`config.mk`:
```
export PLATFORM = sky130hd
export DESIGN_NAME = ras_circular
export DESIGN_NICKNAME = d
export VERILOG_FILES = /design/src/rtl/ras_circular.sv
export SDC_FILE = /design/constraint.sdc
export NUM_CORES = 1
export LEC_CHECK = 0
export ABC_AREA = 1
export CORE_AREA = 3 3 117 119
export CTS_CLUSTER_DIAMETER = 150
export CTS_CLUSTER_SIZE = 24
export DETAILED_ROUTE_END_ITERATION = 16
export DIE_AREA = 0 0 120 122
export PLACE_DENSITY_LB_ADDON = 0.12
export SETUP_SLACK_MARGIN = 0.02
export SLEW_MARGIN = 0
export SYNTH_ARGS = -nofsm -noshare
export SYNTH_HDL_FRONTEND = slang
export SYNTH_SLANG_ARGS = --single-unit
```
`constraint.sdc`:
```
create_clock -name clk_i -period 2.3 [get_ports clk_i]
set_clock_uncertainty 0.15 [all_clocks]
set_input_delay 0.575 -clock clk_i [delete_from_list [all_inputs] [get_ports clk_i]]
set_output_delay 0.575 -clock clk_i [all_outputs]
set_load 0.005 [all_outputs]
```
`src/rtl/ras_circular.sv`:
```
// Circular return-address stack with wrap-around overwrite, atomic push+pop,
// pointer checkpoint/restore and registered overflow/underflow event pulses.
module ras_circular #(
  parameter int unsigned DEPTH  = 2,
  parameter int unsigned ADDR_W = 64,
  parameter int unsigned PTR_W  = DEPTH > 1 ? $clog2(DEPTH) : 1,
  parameter int unsigned CNT_W  = $clog2(DEPTH + 1)
) (
  input  logic              clk_i,
  input  logic              rst_ni,
  input  logic              flush_i,
  input  logic              restore_i,
  input  logic [PTR_W-1:0]  restore_ptr_i,
  input  logic [CNT_W-1:0]  restore_cnt_i,
  input  logic              push_i,
  input  logic              pop_i,
  input  logic [ADDR_W-1:0] data_i,
  output logic [ADDR_W-1:0] data_o,
  output logic              valid_o,
  output logic [CNT_W-1:0]  count_o,
  output logic [PTR_W-1:0]  ckpt_ptr_o,
  output logic [CNT_W-1:0]  ckpt_cnt_o,
  output logic              overflow_o,
  output logic              underflow_o
);

  localparam logic [PTR_W-1:0] TopRst = PTR_W'(DEPTH - 1);
  localparam logic [CNT_W-1:0] Full   = CNT_W'(DEPTH);
  localparam logic [PTR_W:0]   DepthW = (PTR_W + 1)'(DEPTH);

  logic [ADDR_W-1:0] mem_q [DEPTH];
  logic [PTR_W-1:0]  tp_q, tp_d, tp_inc, tp_dec, waddr;
  logic [CNT_W-1:0]  cnt_q, cnt_d;
  logic              ovf_q, ovf_d, unf_q, unf_d, we;

  always_comb begin
    tp_inc = (tp_q == TopRst) ? '0 : tp_q + 1'b1;
    tp_dec = (tp_q == '0) ? TopRst : tp_q - 1'b1;
  end

  always_comb begin
    tp_d  = tp_q;
    cnt_d = cnt_q;
    ovf_d = 1'b0;
    unf_d = 1'b0;
    we    = 1'b0;
    waddr = tp_inc;
    if (flush_i) begin
      tp_d  = TopRst;
      cnt_d = '0;
    end else if (restore_i) begin
      tp_d  = ({1'b0, restore_ptr_i} >= DepthW) ? '0 : restore_ptr_i;
      cnt_d = (restore_cnt_i > Full) ? Full : restore_cnt_i;
    end else if (push_i && pop_i && cnt_q != '0) begin
      // Coroutine switch: replace the top in place.
      we    = 1'b1;
      waddr = tp_q;
    end else if (push_i) begin
      tp_d = tp_inc;
      we   = 1'b1;
      if (cnt_q == Full) ovf_d = 1'b1;
      else               cnt_d = cnt_q + 1'b1;
    end else if (pop_i) begin
      if (cnt_q != '0) begin
        tp_d  = tp_dec;
        cnt_d = cnt_q - 1'b1;
      end else begin
        unf_d = 1'b1;
      end
    end
  end

  always_ff @(posedge clk_i or negedge rst_ni) begin
    if (!rst_ni) begin
      tp_q  <= TopRst;
      cnt_q <= '0;
      ovf_q <= 1'b0;
      unf_q <= 1'b0;
      for (int unsigned i = 0; i < DEPTH; i++) mem_q[i] <= '0;
    end else begin
      tp_q  <= tp_d;
      cnt_q <= cnt_d;
      ovf_q <= ovf_d;
      unf_q <= unf_d;
      if (we) mem_q[waddr] <= data_i;
    end
  end

  always_comb begin
    valid_o     = (cnt_q != '0);
    data_o      = valid_o ? mem_q[tp_q] : '0;
    count_o     = cnt_q;
    ckpt_cnt_o  = cnt_q;
    ckpt_ptr_o  = tp_q;
    overflow_o  = ovf_q;
    underflow_o = unf_q;
  end

endmodule
```
==> flow_summary.toml, run 1 <==
[sta]
rsz0062_at_grt = "true"
setup_ws_ns = -0.0928
slew_headroom_pct = 65.3
layout_min_cycle_time_ns = 2.39
setup_viol_count_final = 64
slew_viol_final = 0
hold_ws_ns = 0.321
hold_viol_final = 0
fmax_mhz = 418
fin_crit_sh_pct = 104
tightest_slew_ns = 0.520

[power_and_ir_drop]
p_leak_nw = 4.76
p_total_mw = 8.87
cellPowerDensity_nw_per_um2 = 947
ir_drop_v = 0.000493

[route]
antenna_left = 0
dr_total_vias = 6452
firstDrtPassIters = 5
post_drt_wl_per_cell_um = 17.5
drtIter0Drc = 626
vias_per_cell = 5.52
drc_errors = 0
drt-total-wl_um = 20500

[synth]
yosys_register_bits = 133
netlist_instances = 825
synth_area_per_cell_um2 = 7.85
synthesis.area_um2 = 6480
synth_cell_types = 22
syn_nets = 898
synth-seq-area-share_pct = 51.4
yosysWarnings = 0

[cells_and_area]
fillers = 964
area_growth_pct = 44.6
regArea_um2 = 3330
layout.nets = 1056
multiInputGateArea_um2 = 3060
mostFrequentLayoutCell = "nand2_1"
mostFrequentLayoutCells = "nand2_1, nand3_1, dfrtp_1"
drive_gt1_share_pct = 27.6

[run]
drv_cap = 0

[clock_tree]
cts_tree = "yes"
worstSkewPairLatency_ns = 0.41
cts_num_sinks = 133
cts_buffers = 17
cts-root-buf = "clkbuf_16"
clockBufferDepth = 2
cts_max_level = 4
clkSlewWorstSetupHoldPaths_ns = 0.05

[floorplanning]
pin_count = 145
die_x_um = 120
coreArea_um2 = 12700
dieArea_um2 = 14600
die_h_um = 122
num_rows = 41
start_util_pct = 51.1

[placed_design]
place_congestion = 0.785
dp_slack_ns = -0.0898
port_buffers = 144
dpl.hpwl_um = 11700

[global_route]
grt_first_pass_wirelength_um = 32200
grt.total_usage_pct = 27.8
grt_start_max_net_pins = 52
grt_pass1_vias = 6481
grt_overflow = 0
antenna_found_initial = 1

[worst_setup_path]
critPathKind = "flip-flop to output pin"
max_stage_delay_ns = 0.61
worstSetupStartpointType = "flip-flop"
path_cells = "buf_6 > inv_8 > buf_12 > nand2_1 > a21oi_2 > buf_2"
worstPathArrival_ns = 1.67
required_ns = 1.57
end_kind = "output pin"
crit_fanout = 13
slowest_stage = "dfstp_2"

[status]
violations = "negative setup slack"
status = "complete, but fails checks"

[min_path]
hold_path_class = "flip-flop to flip-flop"
==> path summary, 6_finish.rpt <==
kind,depth (start not counted),slack [ns],to,from
worst max-delay path,6,-0.09,data_o[26],ckpt_ptr_o
worst min-delay path,2,0.32,mem_q[23],mem_q[23]
worst max register to register,8,0.28,mem_q[46],ckpt_ptr_o
worst min register to register,2,0.32,mem_q[23],mem_q[23]
max in group asynchronous,3,0.79,ckpt_cnt_o[1],rst_ni
min in group asynchronous,2,0.50,mem_q[20],rst_ni
==> synth_stat cells <==
| master | count | area (µm²) |
|---|---|---|
| a21oi_1 | 64 | 320 |
| dfrtp_1 | 132 | 3300 |
| o22ai_1 | 2 | 12.5 |
| dfstp_2 | 1 | 26.3 |
| nand2_1 | 404 | 1520 |
| clkbuf_1 | 10 | 37.5 |
| buf_4 | 19 | 143 |
| nor2_8 | 1 | 20.0 |
| nor3_1 | 1 | 5.00 |
| inv_1 | 8 | 30.0 |
| nand2_4 | 1 | 11.3 |
| buf_6 | 18 | 203 |
| nor2_4 | 1 | 11.3 |
| nand2_2 | 2 | 12.5 |
| nand3_1 | 135 | 676 |
| nor2_1 | 5 | 18.8 |
| inv_2 | 2 | 7.51 |
| nand4_1 | 1 | 6.26 |
| buf_1 | 9 | 33.8 |
| nand3_4 | 3 | 52.6 |
| o21ai_0 | 1 | 5.00 |
| buf_2 | 5 | 25.0 |
==> cells by family after synthesis <==
| group | synth area share (%) |
|---|---|
| compound gates | 5.22 |
| simple gates | 36.0 |
| flops | 51.4 |
| buf+inv | 7.40 |
==> registers in the layout (all words and copies together) (netlist names) <==
signal,cells
mem_q,128
underflow_o,1
ckpt_ptr_o,1
ckpt_cnt_o,2
overflow_o,1
==> cell type report <==
type	instances	area share [%]
Antenna cell	1	0.0267
Clock buffer	17	4.54
Clock inverter	14	2.50
Inverter	10	0.481
Multi-Input combinational cell	621	32.7
Sequential cell	133	35.6
Tap cell	172	2.30
Timing Repair Buffer	200	21.9
==> worst max-delay path, delay by kind of cell, from the launching register on <==
| family | cells | cell delay, ns |
|---|---|---|
| flip-flops | 1 | 0.61 |
| buffers and inverters | 4 | 0.49 |
| AND/OR/NAND/NOR | 1 | 0.09 |
| AO/OA/AOI/OAI | 1 | 0.06 |
==> stage by stage <==
stage | std cells | util [%] | cell area (µm²) | setup TNS (ns)
after floorplan | 825 | - | 6480 | 0
after global placement | 1114 | 65.0 | 8230 | -0.162
after detailed placement | 1114 | 65.0 | 8230 | -0.346
after CTS | 1163 | 71.4 | 9050 | -6.26
after global routing | 1168 | 73.9 | 9370 | -8.69
final | 1168 | 73.9 | 9370 | -4.26
==> timing repair <==
item / in CTS / in global routing
setup buffers: 12 / 1
endpoints found under the setup margin: 66 / 68
gates resized for setup: 253 / 150
pin swaps: 5 / 37
hold buffers: 1 / 0
cloned: 5 / 6
endpoints found under the hold margin: 46 / 0
==> routing by layer <==
metal / GRT usage [%] / share of wire, % / vias up / wire, µm
met3: 5.99 / 7.7 / 44 / 1570
met5: 0 / 0 / - / 0
met2: 46.3 / 50 / 319 / 10300
met1: 34.4 / 40 / 3118 / 8180
li1: - / - / 2971 / -
met4: 14.0 / 2.2 / 0 / 451
==> report_power, final <==
part	total (mW)	internal (mW)	leakage, nW	switching, mW
clock network	3.03	2.02	0.322	1.01
registers	3.42	2.97	1.68	0.443
logic	2.42	1.09	2.76	1.33
Power figures use the tool's default switching activity.
==> run 2: changes to the inputs <==
Settings changed: PLACE_DENSITY set to 0.8, PLACE_DENSITY_LB_ADDON 0.12 to unset.
==> run 2 against run 1 <==
- the flow still finishes with violations (negative setup slack)
- maximum frequency down 3.7%
- first-iteration DRC count grew 6.5%
- utilization decreased by 1.3 points
- die area is the same
- sequential power is 1% lower
- routed wire length decreased by 2.8%
- clock power decreased by 18%
- sequential cell count unchanged
- via count is 1.9% lower
- sequential share of layout area up 0.62 points
- non-clock buffer count is 8 higher
- clock-buffer cell count increased by 1
- critical endpoint is now data_o[16]
- largest cell class unchanged
==> flow_summary.toml, run 2 (same netlist as run 1, synthesis figures left out) <==
[floorplanning]
num_rows = 41
die_x_um = 120
dieArea_um2 = 14600
coreArea_um2 = 12700
die_h_um = 122
start_util_pct = 51.1
pin_count = 145

[worst_setup_path]
critPathKind = "flip-flop to output pin"
crit_fanout = 8
regToRegStartpoint = "ckpt_ptr_o"
cp_common_cell = "buf_12"
rr_worst_depth = 9
required_ns = 1.57
slowest_stage = "dfstp_2"
r2r-end = "mem_q[1]"
worstPathArrival_ns = 1.76
worstSetupStartpointType = "flip-flop"
path_cells = "buf_12 > buf_12 > clkbuf_16 > nand2_2 > a21oi_1 > buf_2"
max_stage_delay_ns = 0.58
end_kind = "output pin"
regToRegSetupSlack_ns = 0.17

[cells_and_area]
mostFrequentLayoutCells = "nand2_1, nand3_1, dfrtp_1"
final_cells = 1176
mostFrequentLayoutCell = "nand2_1"
fin_area_um2 = 9210
largest_reg_flops = 128
area_growth_pct = 42.1
utilization_pct = 72.6
top_register = "mem_q"
layout.nets = 1064
drive_gt1_share_pct = 24.7

[run]
drv_cap = 0

[placed_design]
dpl.hpwl_um = 11900
port_buffers = 144
place_congestion = 0.855
place_inst = 1125
placed_cell_area_um2 = 8290

[min_path]
min-delay-start = "mem_q[111]"
holdPathStages = 2
holdPathEnd = "mem_q[111]"
hold_path_class = "flip-flop to flip-flop"

[global_route]
grt_overflow = 0
grt_pass1_vias = 6230
grt.total_usage_pct = 27.4
antenna_found_initial = 2
grt_first_pass_wirelength_um = 32000
grt_start_max_net_pins = 51

[route]
drc_errors = 0
post_drt_wl_per_cell_um = 16.9
drtIter0Drc = 667
antenna_left = 0
vias_per_cell = 5.38
dr_total_vias = 6331
firstDrtPassIters = 5
drt-total-wl_um = 19900

[sta]
setup_viol_count_final = 64
layout_min_cycle_time_ns = 2.49
setup_ws_ns = -0.186
tightest_slew_ns = 0.497
slew_headroom_pct = 66.9
slew_viol_final = 0
hold_ws_ns = 0.320
fin_crit_sh_pct = 108
hold_viol_final = 0
fmax_mhz = 402
rsz0062_at_grt = "true"

[power_and_ir_drop]
p_total_mw = 8.26
ir_drop_v = 0.000569
cellPowerDensity_nw_per_um2 = 897
p_leak_nw = 4.67

[status]
status = "complete, but fails checks"
violations = "negative setup slack"

[clock_tree]
clkSlewWorstSetupHoldPaths_ns = 0.06
cts_num_sinks = 133
worstSkewPairLatency_ns = 0.40
clockBufferDepth = 2
cts-root-buf = "clkbuf_16"
cts_tree = "yes"
cts_max_level = 4
cts_buffers = 17
## run 2: cell types whose count changed in the layout (fill, tap and decap cells not counted), sizes merged, moves of 3 or more
cell,before,now
bufinv,6,1
clkdlybuf4s15,0,3
dlymetal6s2s,4,0
clkinvlp,1,6
buf,113,118
clkdlybuf4s50,73,77
## run 2: critical path: cells and delay by family, from the launching register on
kind,cells,cell delay [ns]
buffers and inverters,4,0.58
DFF,1,0.58
and+or+nand+nor,1,0.05
AOI/OAI and AO/OA,1,0.14
## run 2: worst max path at each step
stage	from	endpoint	slack, ns
global route	ckpt_ptr_o	data_o[16]	-0.23
finish	ckpt_ptr_o	data_o[16]	-0.19
global placement	ckpt_ptr_o	data_o[24]	-0.08
detailed placement	ckpt_ptr_o	data_o[24]	-0.1
CTS	ckpt_ptr_o	data_o[2]	-0.19
floorplan	ckpt_ptr_o	data_o[0]	0.33
## run 2: layer usage
metal | up-vias | global-route usage [%] | share of wire [%]
li1 | 2985 | - | -
met2 | 263 | 46.2 | 51
met3 | 40 | 5.39 | 6.6
met1 | 3041 | 35.2 | 40
met4 | 2 | 10.3 | 1.9
met5 | - | 0 | 0.065
## run 2: where the power goes
group / internal, mW / switching, mW
clock network: 1.47 / 1.01
logic: 1.09 / 1.30
registers: 2.97 / 0.411
total: 5.53 / 2.73
## run 2: timing repair
action,CTS,global route
pin swaps,6,9
endpoints found under the setup margin,66,65
buffers inserted,9,4
hold endpoints to repair,46,0
gates cloned,6,1
resized for setup,324,43
hold buffers,1,0
## run 2: layout make-up
| cell class | instances | area, µm² |
|---|---|---|
| repair buffers | 208 | 2100 |
| clock buffers | 18 | 429 |
| flip-flops and latches | 133 | 3330 |
| clock inverters | 13 | 113 |
| multi-input cells | 621 | 2970 |
| well taps | 172 | 215 |
| diodes | 1 | 2.50 |
| fillers | 932 | 3470 |
| inverters | 10 | 53.8 |
## run 2: per-stage QoR
stage	setup TNS [ns]	worst slack, ns
2_1_floorplan	0	0.333
3_3_place_gp	-0.514	-0.0836
3_5_place_dp	-1.47	-0.0976
4_1_cts	-4.51	-0.191
5_1_grt	-7.80	-0.228
6_report	-4.71	-0.186
==> run 3: changes to the inputs <==
Settings changed: CAP_MARGIN set to 5, GPL_ROUTABILITY_DRIVEN set to 0.
==> results of run 3 <==
Final layout, timing and power as in run 2 (identical DEF).
